**config.mk**
```make
export PLATFORM = sky130hd
export DESIGN_NAME = addbit_serial_ctrl
export DESIGN_NICKNAME = d
export VERILOG_FILES = /design/src/rtl/addbit_serial_ctrl.sv
export SDC_FILE = /design/constraint.sdc
export NUM_CORES = 1
export LEC_CHECK = 0
export ABC_AREA = 1
export BUFFER_PORTS_ARGS = -buffer_cell sky130_fd_sc_hd__buf_4
export CORE_UTILIZATION = 55
export DETAILED_ROUTE_END_ITERATION = 6
export MAX_ROUTING_LAYER = met4
export PLACE_DENSITY = 0.8
export SLEW_MARGIN = 10
export SYNTH_ARGS = -nofsm -noshare
export SYNTH_HDL_FRONTEND = slang
export SYNTH_SLANG_ARGS = --single-unit
export TNS_END_PERCENT = 100
```
**constraint.sdc**
```tcl
create_clock -name clk -period 3.3 [get_ports clk]
set_input_delay 0.66 -clock clk [delete_from_list [all_inputs] [get_ports clk]]
set_output_delay 0.66 -clock clk [all_outputs]
set_load 0.01 [all_outputs]
```
**src/rtl/addbit_serial_ctrl.sv**
```systemverilog
`default_nettype none
// ============================================================================
// Module   : addbit_serial_ctrl
// Purpose  : Bit-serial sequencer for one external 1-bit full adder (addbit).
//            Takes a WIDTH-bit operand pair and feeds it to the adder LSB
//            first. Each bit is held for SETTLE cycles, then sum/carry are
//            sampled. The assembled result is returned over a valid/ready
//            handshake.
// Options  : `define ADDBIT_SERIAL_SUB_EN adds the req_sub port. With
//            req_sub=1 the block computes A - B, and res_cout=1 means
//            no borrow.
// Revision : 1.0 - initial release
// ============================================================================
module addbit_serial_ctrl #(
    parameter int WIDTH  = 8,
    parameter int SETTLE = 2
) (
    input  logic             clk,
    input  logic             rst,
    input  logic             req_valid,
    output logic             req_ready,
    input  logic [WIDTH-1:0] req_a,
    input  logic [WIDTH-1:0] req_b,
    input  logic             req_cin,
`ifdef ADDBIT_SERIAL_SUB_EN
    input  logic             req_sub,
`endif
    output logic             res_valid,
    input  logic             res_ready,
    output logic [WIDTH-1:0] res_sum,
    output logic             res_cout,
    output logic             add_a,
    output logic             add_b,
    output logic             add_ci,
    input  logic             add_sum,
    input  logic             add_co,
    output logic             busy
);

    localparam int c_BW = $clog2(WIDTH);
    localparam int c_SW = (SETTLE > 1) ? $clog2(SETTLE) : 1;
    localparam logic [c_BW-1:0] c_LAST_BIT    = c_BW'(WIDTH - 1);
    localparam logic [c_SW-1:0] c_SETTLE_LOAD = c_SW'(SETTLE - 1);

    typedef enum logic [1:0] {
        S_IDLE   = 2'd0,
        S_DRIVE  = 2'd1,
        S_SAMPLE = 2'd2,
        S_DONE   = 2'd3
    } state_t;

    state_t            r_state;
    state_t            w_state_nxt;
    logic [WIDTH-1:0]  r_a;
    logic [WIDTH-1:0]  r_b;
    logic              r_carry;
    logic [WIDTH-1:0]  r_sum;
    logic              r_cout;
    logic              r_res_valid;
    logic              r_ready_en;
    logic [c_BW-1:0]   r_bit_cnt;
    logic [c_SW-1:0]   r_settle;

    logic              w_accept;
    logic              w_res_take;
    logic              w_last_bit;
    logic [WIDTH-1:0]  w_b_load;
    logic              w_cin_load;

    // In subtract mode, B is inverted and the carry-in is forced to 1
    // (two's complement A + ~B + 1).
`ifdef ADDBIT_SERIAL_SUB_EN
    assign w_b_load   = req_sub ? ~req_b : req_b;
    assign w_cin_load = req_sub | req_cin;
`else
    assign w_b_load   = req_b;
    assign w_cin_load = req_cin;
`endif

    // req_ready stays low while reset is active. r_ready_en holds it low
    // until the first clock edge after reset is released.
    assign req_ready  = r_ready_en && (r_state == S_IDLE);
    assign w_accept   = req_valid && req_ready;
    assign w_res_take = r_res_valid && res_ready;
    assign w_last_bit = (r_bit_cnt == c_LAST_BIT);

    // The adder inputs come straight from registers. They change only when
    // a bit is loaded, so they are stable for the whole DRIVE window.
    assign add_a     = r_a[0];
    assign add_b     = r_b[0];
    assign add_ci    = r_carry;
    assign res_sum   = r_sum;
    assign res_cout  = r_cout;
    assign res_valid = r_res_valid;
    assign busy      = (r_state == S_DRIVE) || (r_state == S_SAMPLE);

    // State register
    always_ff @(posedge clk or posedge rst) begin
        if (rst) r_state <= S_IDLE;
        else     r_state <= w_state_nxt;
    end

    // Next-state logic
    always_comb begin
        w_state_nxt = r_state;
        case (r_state)
            S_IDLE:   if (w_accept) w_state_nxt = S_DRIVE;
            S_DRIVE:  if (r_settle == '0) w_state_nxt = S_SAMPLE;
            S_SAMPLE: w_state_nxt = w_last_bit ? S_DONE : S_DRIVE;
            S_DONE:   if (w_res_take) w_state_nxt = S_IDLE;
            default:  w_state_nxt = S_IDLE;
        endcase
    end

    // Datapath: operand shift registers, carry, counters and result assembly
    always_ff @(posedge clk or posedge rst) begin
        if (rst) begin
            r_a         <= '0;
            r_b         <= '0;
            r_carry     <= 1'b0;
            r_sum       <= '0;
            r_cout      <= 1'b0;
            r_res_valid <= 1'b0;
            r_ready_en  <= 1'b0;
            r_bit_cnt   <= '0;
            r_settle    <= '0;
        end else begin
            r_ready_en <= 1'b1;
            case (r_state)
                S_IDLE: begin
                    if (w_accept) begin
                        r_a       <= req_a;
                        r_b       <= w_b_load;
                        r_carry   <= w_cin_load;
                        r_bit_cnt <= '0;
                        r_settle  <= c_SETTLE_LOAD;
                    end
                end
                S_DRIVE: begin
                    if (r_settle != '0) r_settle <= r_settle - 1'b1;
                end
                S_SAMPLE: begin
                    // The sum enters at the MSB and shifts right. After
                    // WIDTH samples, bit 0 sits at r_sum[0].
                    r_sum <= {add_sum, r_sum[WIDTH-1:1]};
                    if (w_last_bit) begin
                        // The operand registers and carry are not shifted,
                        // so the adder inputs keep their last-bit values.
                        r_cout <= add_co;
                    end else begin
                        r_a       <= r_a >> 1;
                        r_b       <= r_b >> 1;
                        r_carry   <= add_co;
                        r_bit_cnt <= r_bit_cnt + 1'b1;
                        r_settle  <= c_SETTLE_LOAD;
                    end
                end
                S_DONE: begin
                    // res_valid rises one cycle after entering DONE and
                    // drops on the edge that completes the handshake.
                    r_res_valid <= !w_res_take;
                end
                default: ;
            endcase
        end
    end

endmodule
`default_nettype wire

```
==> flow_summary.json <==
{
  "numPortBuffers": 37,
  "grt_pass1_vias": 1317,
  "final_cells": 304,
  "worstSetupPathDepth": 5,
  "hold_viol_final": 0,
  "regToRegSetupSlack_ns": 1.20,
  "cts_buffers": 5,
  "dp_hpwl_um": 2240,
  "htreeDepth": 2,
  "fin_crit_sh_pct": 63.7,
  "via_per_inst": 4.81,
  "cellLeakagePower_nw": 1.22,
  "max_slew_margin_pct": 45.1,
  "clk_pin_slew_worst_paths_ns": 0.11,
  "fin_util_pct": 69.8,
  "hp-start": "r_a[3]",
  "start_util_pct": 58.4,
  "synthSimpleGateAreaFrac_pct": 36.7,
  "min_period_ns": 2.10,
  "core_area_sq_um": 3050,
  "synth_nets": 253,
  "critPathTopFamily": "flip-flops",
  "ys_ff_latch": 34,
  "synth_top_area_cell": "dfrtp_1",
  "num_vias": 1462,
  "fin_skew_ns": 0.0107,
  "cap_violations": 0,
  "grt_antenna_before_repair": 0,
  "power.total_mw": 1.93,
  "yosys-top-cells-count": "nand2_1, dfrtp_1, nand3_1",
  "use_met1_pct": 29.6,
  "crit_top_cell": "inv_1",
  "drtIter0Drc": 68,
  "path_cells": "inv_1 > ha_1 > nand2_1 > inv_1 > buf_4",
  "cts_setup_buffers": 0,
  "drtPass1Iterations": 5,
  "synthAdderAreaFrac_pct": 4.92,
  "cts-root-buf": "clkbuf_4",
  "synthTopCellsByArea": "dfrtp_1, nand2_1, nand3_1",
  "die_h_um": 58.9,
  "rsz0062_at_grt": "no",
  "timing.rr.start": "r_state[0]",
  "hold_ws_ns": 0.482,
  "grt.overflow.total": 0,
  "area_delta_synth_final_pct": 19.7,
  "synth_compound_area_share_pct": 2.81,
  "cts_hold_buf": 0,
  "cts_tree": "built",
  "max_freq_ghz": 0.476,
  "rr_worst_depth": 7,
  "synth_top_family_by_area": "simple AND/OR/NAND/NOR gates",
  "drcViolationCount": 0,
  "grt_util_met3_pct": 5.27,
  "fillers": 275,
  "hold_end": "r_a[3]",
  "power.density_nw_per_um2": 906,
  "place_congestion": 0.791,
  "use_met2_pct": 34.3,
  "arrival_ns": 1.44,
  "crit_path_top_delay_cell": "dfrtp_1",
  "ios": 38,
  "grt_pass1_wl_um": 5670,
  "cts_resized": 0,
  "grt_busiest_layer": "met2",
  "crit_type": "flop to output port",
  "status": "completed",
  "synth_flop_cell": "dfrtp_1",
  "routedWlPerCell_um": 10.9,
  "wl_um": 3310,
  "synth_xor_area_share_pct": 0,
  "placed_cell_area_sq_um": 2050,
  "avgSynthCellArea_sq_um": 7.99,
  "cpPeakStageDelay_ns": 0.43,
  "die_w_um": 58.9,
  "synth_edf_count": 0,
  "postRouteAntennaNets": 0,
  "finalSetupTns_ns": 0,
  "crit_buf_inv": 3,
  "setup_violations": 0,
  "peakVddDrop_v": 0.000659,
  "layout-drive-gt1-share_pct": 24.6,
  "critical_path_required_ns": 2.64,
  "async_reset_ff_share_pct": 100,
  "grt_max_degree": 29,
  "hold_path.class": "flop to flop",
  "yosysWarningCount": 0,
  "netlist.area_leader.share_pct": 47.8,
  "die-area_sq_um": 3470,
  "syn_area_sq_um": 1780,
  "start_kind": "flop",
  "syn_inst": 223,
  "synth_cell_types": 20,
  "cts.sinks": 34,
  "grt_usage_pct": 22.4,
  "antenna_cells": 0,
  "path_max_fanout": 5,
  "clkLatencyLatePin_ns": 0.32,
  "stdcell_area_sq_um": 2130,
  "final_max_slew_viol_count": 0,
  "ys_seq_area_share_pct": 47.8,
  "clockBufferDepth": 2,
  "dp_slack_ns": 1.22,
  "setup_ws_ns": 1.20,
  "row_count": 20,
  "dp_cells": 296,
  "nets": 289,
  "tightest_slew_ns": 0.823,
  "synth.area.mux_share_pct": 0,
  "holdPathStages": 2,
  "worstSetupEndpointType": "output port",
  "synth.most_common_cell": "nand2_1",
  "timing.rr.end": "r_a[1]"
}
## final cells by class
type	instances	area, sq um	area share [%]
Clock buffer	8	78.8	3.70
Inverter	15	58.8	2.76
Timing Repair Buffer	39	293	13.7
Sequential cell	34	851	39.9
Multi-Input combinational cell	164	796	37.3
Tap cell	44	55.1	2.58
## per-layer routing
layer	wire length [um]	share of wire, %	vias to the layer above
met5	0	0	-
met4	0	0	0
met3	116	3.5	0
met2	1500	45	39
met1	1690	51	665
li1	-	-	758
## cell families (layout without fill, tap and decap cells)
group / count (synthesis) / in the layout
and+or+nand+nor: 146 / 146
DFF: 34 / 34
buffers and inverters: 25 / 62
AOI/OAI and AO/OA: 10 / 10
adders and majority gates: 7 / 7
other: 1 / 1
## registers in the layout, summed over array words and instances, names as in the netlist
name,count
r_a,8
res_cout,1
add_ci,1
r_bit_cnt,3
r_b,8
r_state,2
res_sum,8
r_ready_en,1
res_valid,1
r_settle,1
## how the worst max path moves through the flow
stage	start	endpoint
final	r_state[1]	req_ready
after global routing	r_state[0]	r_a[4]
after CTS	r_state[1]	req_ready
after detailed placement	r_state[0]	r_b[3]
after global placement	r_state[0]	r_a[5]
after floorplan	r_state[1]	req_ready
## placed cells by master, fill, tap and decap left out, types with 2 or more instances in the layout
cell type    n
nand4_1      4
o21ai_0     10
nand3_1     18
nor2_1       3
nand2_4      2
clkbuf_8     3
inv_1       13
clkbuf_4     5
nand3b_1     2
nand2_1    104
buf_4       39
dfrtp_1     34
ha_1         7
nand2_2     11
## worst min-delay path, stage by stage, from the launching register on
cell and delay (ns):
dfrtp_1 0.36, nand2_1 0.05, nand2_1 0.04
## power breakdown
| group | leakage [nW] | internal [mW] | switching (mW) |
|---|---|---|---|
| Combinational | 0.754 | 0.364 | 0.576 |
| Clock | 0.0446 | 0.146 | 0.135 |
| Sequential | 0.426 | 0.599 | 0.113 |
| Total | 1.22 | 1.11 | 0.823 |
Note: power is estimated with default switching activity, not from simulation.
